===== src/rtl/fu_cdb_buffer_if.sv =====
// Result handshake between a functional-unit pipeline, its CDB buffer and the
// CDB arbiter: a push side (in_*) and a broadcast side (done/ack).
interface fu_cdb_buffer_if #(
  parameter int TAG_W  = 5,
  parameter int DATA_W = 32
);
  logic              in_valid;
  logic [TAG_W-1:0]  in_rob_tag;
  logic [DATA_W-1:0] in_v;
  logic              in_ready;
  logic              done;
  logic [TAG_W-1:0]  rob_tag;
  logic [DATA_W-1:0] v;
  logic              ack;

  // Environment side: FU pipeline pushes results, arbiter grants the CDB.
  modport master (
    output in_valid, in_rob_tag, in_v, ack,
    input  in_ready, done, rob_tag, v
  );

  // Buffer side.
  modport slave (
    input  in_valid, in_rob_tag, in_v, ack,
    output in_ready, done, rob_tag, v
  );
endinterface


===== src/rtl/fu_cdb_buffer.sv =====
// Per-FU result buffer in front of the common data bus. A circular FIFO keeps
// completed results in arrival order and presents the oldest one to the CDB
// arbiter with a level-sensitive done/ack handshake.
module fu_cdb_buffer #(
  parameter int DEPTH  = 4,
  parameter int TAG_W  = 5,
  parameter int DATA_W = 32
) (
  input  logic                     clock,
  input  logic                     reset,
  input  logic                     clear,
  fu_cdb_buffer_if.slave           bus,
  output logic [$clog2(DEPTH):0]   count,
  output logic                     overflow_err
);
  localparam int PTR_W = $clog2(DEPTH);
  localparam int CNT_W = PTR_W + 1;
  localparam logic [CNT_W-1:0] FULL_CNT = CNT_W'(DEPTH);

  logic [TAG_W-1:0]  tag_mem_r  [DEPTH];
  logic [DATA_W-1:0] data_mem_r [DEPTH];

  logic [PTR_W-1:0] head_r;
  logic [PTR_W-1:0] tail_r;
  logic [CNT_W-1:0] count_r;
  logic             overflow_err_r;

  logic [PTR_W-1:0] head_nxt_s;
  logic [PTR_W-1:0] tail_nxt_s;
  logic [CNT_W-1:0] count_nxt_s;
  logic             full_s;
  logic             empty_s;
  logic             push_s;
  logic             pop_s;
  logic             overflow_s;

  // Status depends on registered count only, so ack never reaches in_ready.
  assign full_s     = (count_r == FULL_CNT);
  assign empty_s    = (count_r == {CNT_W{1'b0}});
  assign push_s     = bus.in_valid && !full_s;
  assign pop_s      = !empty_s && bus.ack;
  assign overflow_s = bus.in_valid && full_s;

  // Head entry drives the CDB directly; no output register, no bypass.
  assign bus.in_ready = !full_s;
  assign bus.done     = !empty_s;
  assign bus.rob_tag  = tag_mem_r[head_r];
  assign bus.v        = data_mem_r[head_r];
  assign count        = count_r;
  assign overflow_err = overflow_err_r;

  // Next pointer and occupancy values from this cycle's push/pop decision.
  always_comb begin
    head_nxt_s  = head_r;
    tail_nxt_s  = tail_r;
    count_nxt_s = count_r;
    if (pop_s) begin
      head_nxt_s = head_r + PTR_W'(1);
    end else begin
      head_nxt_s = head_r;
    end
    if (push_s) begin
      tail_nxt_s = tail_r + PTR_W'(1);
    end else begin
      tail_nxt_s = tail_r;
    end
    case ({push_s, pop_s})
      2'b10:   count_nxt_s = count_r + CNT_W'(1);
      2'b01:   count_nxt_s = count_r - CNT_W'(1);
      default: count_nxt_s = count_r;
    endcase
  end

  // Pointer/count state; reset and flush both empty the buffer and win over
  // any handshake in flight.
  always_ff @(posedge clock) begin
    if (reset) begin
      head_r  <= {PTR_W{1'b0}};
      tail_r  <= {PTR_W{1'b0}};
      count_r <= {CNT_W{1'b0}};
    end else if (clear) begin
      head_r  <= {PTR_W{1'b0}};
      tail_r  <= {PTR_W{1'b0}};
      count_r <= {CNT_W{1'b0}};
    end else begin
      head_r  <= head_nxt_s;
      tail_r  <= tail_nxt_s;
      count_r <= count_nxt_s;
    end
  end

  // Sticky overflow flag; only reset clears it, a flush keeps the history.
  always_ff @(posedge clock) begin
    if (reset) begin
      overflow_err_r <= 1'b0;
    end else if (overflow_s) begin
      overflow_err_r <= 1'b1;
    end else begin
      overflow_err_r <= overflow_err_r;
    end
  end

  // Entry storage is not reset; contents are only meaningful while counted.
  always_ff @(posedge clock) begin
    if (push_s) begin
      tag_mem_r[tail_r]  <= bus.in_rob_tag;
      data_mem_r[tail_r] <= bus.in_v;
    end
  end
endmodule


===== src/flat_wrapper.sv =====
// flat-port wrapper written by rule: the top's interface ports become plain ports
module fu_cdb_buffer_flat 
#(
  parameter int DEPTH  = 4,
  parameter int TAG_W  = 5,
  parameter int DATA_W = 32
)
  (clock, reset, clear, count, overflow_err, bus_in_valid, bus_in_rob_tag, bus_in_v, bus_ack, bus_in_ready, bus_done, bus_rob_tag, bus_v);
  fu_cdb_buffer_if #(.TAG_W(TAG_W), .DATA_W(DATA_W)) bus_i ();
  input  logic clock;
  input  logic reset;
  input  logic clear;
  output logic [$clog2(DEPTH):0] count;
  output logic overflow_err;
  input wire logic [$bits(bus_i.in_valid)-1:0] bus_in_valid;
  input wire logic [$bits(bus_i.in_rob_tag)-1:0] bus_in_rob_tag;
  input wire logic [$bits(bus_i.in_v)-1:0] bus_in_v;
  input wire logic [$bits(bus_i.ack)-1:0] bus_ack;
  output wire logic [$bits(bus_i.in_ready)-1:0] bus_in_ready;
  output wire logic [$bits(bus_i.done)-1:0] bus_done;
  output wire logic [$bits(bus_i.rob_tag)-1:0] bus_rob_tag;
  output wire logic [$bits(bus_i.v)-1:0] bus_v;
  assign bus_i.in_valid = bus_in_valid;
  assign bus_i.in_rob_tag = bus_in_rob_tag;
  assign bus_i.in_v = bus_in_v;
  assign bus_i.ack = bus_ack;
  assign bus_in_ready = bus_i.in_ready;
  assign bus_done = bus_i.done;
  assign bus_rob_tag = bus_i.rob_tag;
  assign bus_v = bus_i.v;
  fu_cdb_buffer #(.DEPTH(DEPTH), .TAG_W(TAG_W), .DATA_W(DATA_W)) u_core (.clock(clock), .reset(reset), .clear(clear), .bus(bus_i), .count(count), .overflow_err(overflow_err));
endmodule

===== config.mk =====
export PLATFORM = sky130hd
export DESIGN_NAME = fu_cdb_buffer_flat
export DESIGN_NICKNAME = d
export VERILOG_FILES = /design/src/rtl/fu_cdb_buffer_if.sv /design/src/rtl/fu_cdb_buffer.sv /design/src/flat_wrapper.sv
export SDC_FILE = /design/constraint.sdc
export NUM_CORES = 1
export LEC_CHECK = 0
export ABC_AREA = 1
export BUFFER_PORTS_ARGS = -buffer_cell sky130_fd_sc_hd__buf_2
export CORE_MARGIN = 1.5
export CORE_UTILIZATION = 45
export DETAILED_ROUTE_END_ITERATION = 16
export GPL_TIMING_DRIVEN = 0
export PLACE_DENSITY = 0.65
export SLEW_MARGIN = 20
export SYNTH_ARGS = -nofsm -noshare
export SYNTH_HDL_FRONTEND = slang
export SYNTH_SLANG_ARGS = --single-unit
export TNS_END_PERCENT = 50

===== constraint.sdc =====
create_clock -name clock -period 4.13 [get_ports clock]
set_clock_uncertainty 0.05 [all_clocks]
set_input_delay 0 -clock clock [delete_from_list [all_inputs] [get_ports clock]]
set_output_delay 0 -clock clock [all_outputs]
set_load 0.005 [all_outputs]

# Word-level counts from Yosys, hierarchy flattened
# Memories as Yosys holds them, arrays and structs flattened. A register that Yosys moved wholly into a read port is not among the register bits.
# Cells that the tools add are included.
[totals] in_bits=42 ff_bits=8 ramBits=148 output_inout_bits=43 latchBits=0 mem_count=2 rom_bits=0
[memory_table] name="u_core.data_mem_r" words=4 width=32 read_ports=1 rd_clocked_by_memory_dff=1 write_ports=1 line="fu_cdb_buffer.sv:21" source="logic [DATA_W-1:0] data_mem_r [DEPTH];"
[memory_table] name="u_core.tag_mem_r" words=4 width=5 read_ports=1 rd_clocked_by_memory_dff=1 write_ports=1 line="fu_cdb_buffer.sv:20" source="logic [TAG_W-1:0] tag_mem_r [DEPTH];"
[classes] div=0 add_sub_neg=4 multipliers=0 bitwise=0 eq_ne=3 shifts=0 n_reduce_logical=8 n_mux=7 order_cmp=0
[op_table] cell="$mux 2" count=4
[op_table] cell="$pmux 3 s2" count=1
[op_table] cell="$add 2x1->2 const B" count=2
[op_table] cell="$add 3x1->3 const B" count=1
[op_table] cell="$eq 3x3->1 const B" count=1
[op_table] cell="$logic_and 1x1->1" count=3
[op_table] cell="$logic_not 3->1" count=1
[op_table] cell="$sub 3x1->3 const B" count=1
[op_table] cell="$eq 2x1->1 const B" count=1
[op_table] cell="$eq 2x2->1 const B" count=1
[op_table] cell="$logic_not 1->1" count=2
[op_table] cell="$mux 1" count=2
[op_table] cell="$reduce_bool 2->1" count=1
[op_table] cell="$reduce_or 2->1" count=1

# Logic depth before layout (Yosys ltp)
# Gate-level depths: netlist (run 1).
[depth] depth_word=5 ltp_mapped=12 depth_no_buf=12

# Worst setup path before layout (run 1)
# OpenSTA, ideal clock, no wires.
[synth_timing] path_type="register -> register" from="register u_core.count_r[1] (netlist: u_core.count[1])" to="memory u_core.data_mem_r[0][0] (enable)" synth_period_minus_slack_ns=2.824 setup_slack_ns=1.306 n_path_buf=0 setup_ns=0.431 stages_incl_launch_ff=5 arrival_time_ns=2.342 path_cell_list="dfxtp_1 > inv_1 > nand3_1 > nand2_1 > nor2_1"
[synth_between] elab_chain_len=5
[synth_lines] element="from (decl)" line="fu_cdb_buffer.sv:25" source="logic [CNT_W-1:0] count_r;"
[synth_lines] element="from (signal assigned)" line="fu_cdb_buffer.sv:80" source="count_r <= {CNT_W{1'b0}};"
[synth_lines] element="from (signal assigned)" line="fu_cdb_buffer.sv:84" source="count_r <= {CNT_W{1'b0}};"
[synth_lines] element="from (signal assigned)" line="fu_cdb_buffer.sv:88" source="count_r <= count_nxt_s;"
[synth_lines] element="$eq 3x3->1" line="fu_cdb_buffer.sv:38" source="assign full_s = (count_r == FULL_CNT);"
[synth_lines] element="$logic_not 1->1"
[synth_lines] element="net bus_in_ready" line="flat_wrapper.sv:19" source="output wire logic [$bits(bus_i.in_ready)-1:0] bus_in_ready;"
[synth_lines] element="$logic_and 1x1->1" line="fu_cdb_buffer.sv:40" source="assign push_s = bus.in_valid && !full_s;"
[synth_lines] element="$mux 1" line="fu_cdb_buffer.sv:105" source="if (push_s) begin"
[synth_lines] element="$mux 1 (implied by the code)" line="fu_cdb_buffer.sv:107" source="data_mem_r[tail_r] <= bus.in_v;"
[synth_lines] element="to (decl)" line="fu_cdb_buffer.sv:21"
# The timed path passes the listed nets, and every way through them passes these cells.

# Worst setup path in the final report (run 1)
[layout_timing] from="register u_core.count_r[0] (netlist: u_core.count[0])" to="register u_core.count_r[2] (netlist: u_core.count[2])"
[layout_between] elab_chain_len=5 elab_cells_between_ends=12 cone_classes="add/sub: 2; eq/ne: 3; mux: 1; reduce/logical: 6"
[layout_lines] element="$eq 3x3->1 or $logic_not 3->1 (tied branches)" line="fu_cdb_buffer.sv:38, fu_cdb_buffer.sv:39"
[layout_lines] element="$logic_not 1->1, on equally long branches" line="fu_cdb_buffer.sv:40, fu_cdb_buffer.sv:41"
[layout_lines] element="$logic_and 1x1->1, on equally long branches" line="fu_cdb_buffer.sv:40, fu_cdb_buffer.sv:41"
[layout_lines] element="$eq 2x1->1 or $eq 2x2->1 (tied branches)" line="fu_cdb_buffer.sv:67" source="case ({push_s, pop_s})"
[layout_lines] element="$pmux 3 s2 or $reduce_bool 2->1 (tied branches)"
# Several ways; a longest one is shown, not always the timed one.
# A chain may end at the register's enable or synchronous reset.

==> out/qor.txt, run 1 <==
=================================================================================================
Outcome ............................................................................ complete, no violations
Final Hold Vio Count ...............................................................            0
Leading area contributor after synthesis ...........................................     edfxtp_1
Worst Hold Path Cells ..............................................................            2
Wire length of the first global-routing pass .......................................    20,600 um
Buffer type at the clock tree root .................................................    clkbuf_16
Clock latency of the later-clocked register in the worst-skew pair .................      0.41 ns
Flip-flop and latch count after synthesis ..........................................          158
Count of maximum capacitance violations ............................................            0
Diode count ........................................................................            0
Synth top area cells ............................................................... edfxtp_1 (74%), nor2_1 (5.3%), o21ai_0 (4.0%), o22ai_1 (3.9%), dfxtp_1 (3.3%)
Grt total ovfl .....................................................................            0
R2R setup slack ....................................................................      1.84 ns
Post-route clock period utilization ................................................        55.5%
Worst Tran Pin Value ...............................................................     0.738 ns
Multi-input logic area ............................................................. 0.00117 mm^2
Standard-cell row count ............................................................           42
HPWL after DPL .....................................................................      7980 um
Max Transition Viols Final .........................................................            0
Mean cell area of the mapped netlist ...............................................    14.0 um^2
Post-synth top flop ................................................................     edfxtp_1
Startpoint of the lowest-slack register-to-register path ........................... u_core.count[0]$_SDFFE_PP0P_
Total of hold buffers inserted after clock tree synthesis ..........................           44
Initial core utilization ...........................................................        45.7%
Maximum count of clock buffers along a single path .................................            2
Endpoint of the lowest-slack register-to-register path ............................. u_core.count[2]$_SDFFE_PP0P_
Final ANT Viol Nets ................................................................            0
Area fraction of the dominant cell type after synthesis ............................        74.0%
Number of ports placed on the die boundary .........................................           85
Total number of H-tree levels ......................................................            4
Clock sink count ...................................................................          158
Proportion of synthesized flip-flops having asynchronous set or reset ..............           0%
Final setup violating endpoints ....................................................            0
Ys Warns ...........................................................................            0
Minimum clock period after layout ..................................................      2.29 ns
Commonest cells after routing, fill and taps aside ................................. edfxtp_1 (148), buf_2 (88), nor2_1 (81)
Post-Synthesis Cell Area ........................................................... 0.00601 mm^2
Final core occ .....................................................................        59.6%
HP Class ........................................................................... input pin to register
TritonCTS Buffers ..................................................................           17
Number of buffers inserted to repair setup after CTS ...............................            0
Floorplan die height ...............................................................       119 um
Min Hold Slack .....................................................................     0.290 ns
Arr. time, crit path ...............................................................      2.56 ns
Cells resized by post-CTS repair ...................................................            0
Number of I/O port buffers .........................................................           84
Net count after synthesis ..........................................................          477
Seq/Total Area, Yosys ..............................................................        77.3%
Type of the worst setup path ....................................................... register to register
Clock edge transition at the registers on the reported setup and hold paths ........      0.06 ns
Highest ir drop seen on vdd ........................................................   0.000280 V
Number of cells produced by synthesis ..............................................          429
Worst slack, placed ................................................................      1.88 ns
Final worst slack ..................................................................      1.84 ns
Static Leakage .....................................................................      2.87 nW
Critical path peak fanout ..........................................................            6
GPL Wtd Cong .......................................................................        0.740
Fraction of layout cells with a size suffix above 1 ................................        22.4%
Floorplan die width ................................................................       119 um
Number of detailed-route iterations in the first pass ..............................            5
Nets ...............................................................................          630
Startpoint type of the worst setup path ............................................     register
R2R cell count .....................................................................           12
Most common library cell in the layout ignoring fill and taps ......................     edfxtp_1
Number of distinct library cell variants in the gate-level netlist after synthesis .           21
Core Region ........................................................................  0.0131 mm^2
Number of global-route vias before repair ..........................................        4,038
Fmax ...............................................................................      436 MHz
Final Routed Wirelength ............................................................    12,900 um
Antenna violations before repair ...................................................            0
GRT Util Overall ...................................................................        19.5%
Number of enable-type register cells in the synthesized netlist ....................          148
Total of fill cells in the finished design .........................................        1,041
Number of vias after detailed routing ..............................................        3,972
HP Start ........................................................................... bus_in_v[19]
Register Area ...................................................................... 0.00464 mm^2
DRC violation count after routing ..................................................            0
Vias per Instance ..................................................................         5.16
Power per cell area ................................................................  453 mW/mm^2
CP Capture Type ....................................................................     register
Drt first-iter violations ..........................................................          243
Min-Delay Endpoint ................................................................. u_core.data_mem_r[0][19]$_DFFE_PP_
Tightest slew margin relative to the limit .........................................        50.7%
Synth-to-layout area growth ........................................................        30.5%
Critical Path RT ...................................................................      4.39 ns
Die footprint ......................................................................  0.0140 mm^2
RSZ-0062 raised after global routing ...............................................        false
Mean routed wirelength per cell ....................................................      16.7 um
Pin count of the biggest net entering global routing ...............................           21
TritonCTS clock tree ...............................................................         done
=================================================================================================
[worst max-delay path, stage by stage, from the launching register on]
cell	delay, ns
dfxtp_1	0.31
inv_1	0.17
nand3_1	0.21
nand2_1	0.38
ha_1	0.25
inv_1	0.07
fa_1	0.38
inv_1	0.07
nand2_1	0.07
nand3_1	0.07
nand2_1	0.05
inv_1	0.06
nor2_1	0.04
[cells in the mapped netlist (all sizes together) (2+ instances only)]
cell / n
a21oi: 7
buf: 13
clkbuf: 10
dfxtp: 10
edfxtp: 148
ha: 5
inv: 17
nand2: 11
nand3: 5
nand4: 2
nor2: 85
o21ai: 76
o22ai: 37
[worst max-delay path by stage]
stage,from,endpoint,slack (ns)
after floorplan,u_core.count[1]$_SDFFE_PP0P_,u_core.data_mem_r[0][0]$_DFFE_PP_,1.31
after global placement,u_core.count[1]$_SDFFE_PP0P_,u_core.data_mem_r[0][1]$_DFFE_PP_,-0.1
after detailed placement,u_core.count[1]$_SDFFE_PP0P_,u_core.data_mem_r[3][1]$_DFFE_PP_,1.88
after CTS,u_core.count[1]$_SDFFE_PP0P_,u_core.data_mem_r[3][12]$_DFFE_PP_,1.87
after global routing,u_core.count[0]$_SDFFE_PP0P_,u_core.count[2]$_SDFFE_PP0P_,1.60
final,u_core.count[0]$_SDFFE_PP0P_,u_core.count[2]$_SDFFE_PP0P_,1.84
[area by class of cell]
| type | count | share of cell area [%] |
|---|---|---|
| inverters | 17 | 0.814 |
| clock inverters | 10 | 1.55 |
| plain buffers | 23 | 2.00 |
| repair buffers | 134 | 13.0 |
| flip-flops and latches | 158 | 59.3 |
| clock buffers | 21 | 5.62 |
| multi-input cells | 231 | 14.9 |
| well taps | 176 | 2.81 |
[logic make-up after synthesis]
family | Yosys count | synth area share (%)
flops | 158 | 77.3
compound gates | 120 | 10.8
buf+inv | 40 | 3.67
fa+ha+maj | 6 | 1.38
simple gates | 105 | 6.85
[power breakdown]
group	total (W)	leakage, nW	switching (W)	internal (W)
sequential	0.00181	1.44	0.0000118	0.00180
clock	0.00149	0.277	0.000559	0.000935
combinational	0.000239	1.16	0.000130	0.000109
[routing by layer]
| layer | vias to the layer above | wire length, um | global-route usage, % |
|---|---|---|---|
| met2 | 112 | 6460 | 32.8 |
| li1 | 1907 | - | - |
| met3 | 17 | 640 | 4.49 |
| met4 | 0 | 189 | 7.08 |
| met5 | - | 0 | 0 |
| met1 | 1936 | 5600 | 24.8 |
[stage by stage]
step,setup TNS (ns),instance area [um^2],instances,power (W)
2_1_floorplan,0,6010,429,0.00194
3_3_place_gp,-3.75,6650,689,0.00204
3_5_place_dp,0,6830,695,0.00206
4_1_cts,0,7840,770,0.00357
5_1_grt,0,7840,770,0.00367
6_report,0,7840,770,0.00355
[registers in the layout, indices dropped and copies added, names as in the netlist, named ones only]
register,cells
u_core.tag_mem_r,20
u_core.data_mem_r,128
u_core.head_r,2
u_core.overflow_err,1
u_core.tail_r,2
u_core.count,3
No activity file was read; power rests on OpenSTA's default activity.
==> run 2: changes to the inputs <==
==> constraint.sdc (replaced) <==
create_clock -name clock -period 2.3 [get_ports clock]
set_clock_uncertainty 0.05 [all_clocks]
set_input_delay 0 -clock clock [delete_from_list [all_inputs] [get_ports clock]]
set_output_delay 0 -clock clock [all_outputs]
set_load 0.005 [all_outputs]
==> out/qor.txt, run 2 (synthesis results as in run 1) <==
==========================================================================================
Cells along the critical path ............................................... inv_1 > clkbuf_1 > o21ai_0 > o22ai_1 > buf_2   was inv_1 > nand3_1 > nand2_1 > ha_1 > inv_1 > fa_1 > inv_1 > nand2_1 > nand3_1 > nand2_1 > inv_1 > nor2_1
Floorplan die height ........................................................       119 um   unchanged
Pin count of the biggest net entering global routing ........................           21   unchanged
RSZ-0062 raised after global routing ........................................        false   unchanged
Clock sink count ............................................................          158   unchanged
HP Class .................................................................... input pin to register   unchanged
Number of flip-flops under the largest register name ........................          128   unchanged
Initial core utilization ....................................................        45.7%   unchanged
CP Capture Type ............................................................. primary output   was register
Post-route clock period utilization .........................................        88.8%
Wire length of the first global-routing pass ................................    20,600 um   unchanged
Outcome ..................................................................... complete, no violations   unchanged
Setup Total Neg Slack .......................................................         0 ns   unchanged
Critical Path RT ............................................................      2.25 ns   was 4.39 ns
Synth-to-layout area growth .................................................        30.7%   was 30.5%
Arr. time, crit path ........................................................      1.99 ns   was 2.56 ns
Met3 GRT Util ...............................................................        4.49%   unchanged
Buffer type at the clock tree root ..........................................    clkbuf_16   unchanged
GPL Wtd Cong ................................................................        0.740   unchanged
Register Area ............................................................... 0.00464 mm^2   unchanged
Count of buffering cells on the critical path with inverters included .......            3   was 4
Total number of H-tree levels ...............................................            4   unchanged
Tightest slew margin relative to the limit ..................................        49.9%   was 50.7%
DRC violation count after routing ...........................................            0   unchanged
Static Leakage ..............................................................      2.88 nW   was 2.87 nW
TritonCTS Buffers ...........................................................           17   unchanged
R2R setup slack .............................................................      0.29 ns   was 1.84 ns
Startpoint of the lowest-slack register-to-register path .................... u_core.count[0]$_SDFFE_PP0P_   unchanged
TritonCTS clock tree ........................................................         done   unchanged
Capture point of the worst path .............................................    bus_v[27]   was u_core.count[2]$_SDFFE_PP0P_
Core Region .................................................................  0.0131 mm^2   unchanged
Minimum clock period after layout ...........................................      2.04 ns
Count of maximum capacitance violations .....................................            0   unchanged
Type of the worst setup path ................................................ register to primary output   was register to register
Standard-cell row count .....................................................           42   unchanged
Number of buffers inserted to repair setup after CTS ........................            0   unchanged
Critical path peak fanout ...................................................           10   was 6
Min Hold Slack ..............................................................     0.287 ns   was 0.290 ns
Highest-delay cell along the critical path ..................................     clkbuf_1   was nand2_1
Mean routed wirelength per cell .............................................      16.8 um   was 16.7 um
Die footprint ...............................................................  0.0140 mm^2   unchanged
Worst Tran Pin Value ........................................................     0.749 ns   was 0.738 ns
Antenna violations before repair ............................................            0   unchanged
Number of global-route vias before repair ...................................        4,038   unchanged
Multi-input logic area ...................................................... 0.00118 mm^2   was 0.00117 mm^2
Number of detailed-route iterations in the first pass .......................            4   was 5
Vias per Instance ...........................................................         5.14   was 5.16
Final setup violating endpoints .............................................            0   unchanged
GR Util met2 ................................................................        32.8%   unchanged
Floorplan die width .........................................................       119 um   unchanged
Clock latency of the later-clocked register in the worst-skew pair ..........      0.41 ns   about the same
Worst path max stage delay ..................................................      0.43 ns   was 0.38 ns
Nets ........................................................................          630   unchanged
Busiest grt layer ...........................................................         met2   unchanged
Fraction of layout cells with a size suffix above 1 .........................        22.7%   was 22.4%
Total of fill cells in the finished design ..................................        1,038   was 1,041
Drt first-iter violations ...................................................          245   was 243
Met1 track demand over resource in global routing ...........................        24.8%   unchanged
Most common library cell in the layout ignoring fill and taps ...............     edfxtp_1   unchanged
Clock edge transition at the registers on the reported setup and hold paths .      0.06 ns   about the same
Final ANT Viol Nets .........................................................            0   unchanged
Number of ports placed on the die boundary ..................................           85   unchanged
Final Routed Wirelength .....................................................    12,900 um   about the same
Grt total ovfl ..............................................................            0   unchanged
Number of I/O port buffers ..................................................           84   unchanged
Power per cell area .........................................................  813 mW/mm^2   was 453 mW/mm^2
Largest register by flop count .............................................. u_core.data_mem_r   unchanged
Startpoint type of the worst setup path .....................................     register   unchanged
Final Hold Vio Count ........................................................            0   unchanged
Number of vias after detailed routing .......................................        3,956   was 3,972
Fmax ........................................................................      490 MHz
Max Transition Viols Final ..................................................            0   unchanged
Diode count .................................................................            0   unchanged
HP Start .................................................................... bus_in_v[21]   was bus_in_v[19]
Path length in cells of the critical path ...................................            5   was 12
Endpoint of the lowest-slack register-to-register path ...................... u_core.count[2]$_SDFFE_PP0P_   unchanged
R2R cell count ..............................................................           12   unchanged
GRT Util Overall ............................................................        19.5%   unchanged
HPWL after DPL ..............................................................      7980 um   unchanged
Maximum count of clock buffers along a single path ..........................            2   unchanged
Commonest cells after routing, fill and taps aside .......................... edfxtp_1 (148), buf_2 (88), nor2_1 (81)   unchanged
Cell type group with the largest total delay on the critical path ........... buffers and inverters   was simple AND/OR/NAND/NOR gates
Highest ir drop seen on vdd .................................................   0.000505 V   was 0.000280 V
==========================================================================================
==> run 2: how the worst min path moves through the flow <==
stage	to	slack [ns]	cells past startpoint
after global placement	u_core.overflow_err$_SDFFE_PP0P_	0.12	2
after floorplan	u_core.overflow_err$_SDFFE_PP0P_	0.02	1
after detailed placement	u_core.overflow_err$_SDFFE_PP0P_	0.13	2
after global routing	u_core.data_mem_r[1][7]$_DFFE_PP_	0.29	2
final	u_core.data_mem_r[0][21]$_DFFE_PP_	0.29	2
after CTS	u_core.data_mem_r[1][24]$_DFFE_PP_	0.27	2
==> run 2: repair_timing <==
action	CTS	global route
hold endpoints to repair	158	0
hold buffers	44	0
resized for setup	0	3
setup endpoints to repair	0	53
==> run 2: layer usage <==
metal  up-vias  wire, um
li1       1907         -
met1      1928      5680
met2       105      6490
met3        16       565
met4         0       178
met5         -         0
==> run 2: layout make-up <==
| class | instances | area share (%) |
|---|---|---|
| flip-flops and latches | 158 | 59.2 |
| multi-input cells | 231 | 15.1 |
| repair buffers | 134 | 13.0 |
| clock buffers | 21 | 5.61 |
| well taps | 176 | 2.81 |
| plain buffers | 23 | 1.99 |
| clock inverters | 10 | 1.55 |
| inverters | 17 | 0.813 |
==> run 2: where the power goes <==
group	leakage [nW]	internal [W]	switching (W)
sequential	1.44	0.00324	0.0000212
combinational	1.16	0.000196	0.000235
clock	0.277	0.00168	0.00101
total	2.88	0.00511	0.00126
==> run 2: metrics by stage <==
stage	area [um^2]	cells	power [W]	utilization, %	worst slack [ns]
2_1_floorplan	6010	429	0.00349	-	-0.524
3_3_place_gp	6650	689	0.00366	50.6	-1.93
3_5_place_dp	6830	695	0.00370	52.0	0.0497
4_1_cts	7840	770	0.00641	59.6	0.0412
5_1_grt	7850	770	0.00659	59.7	0.0932
6_report	7850	770	0.00638	59.7	0.259
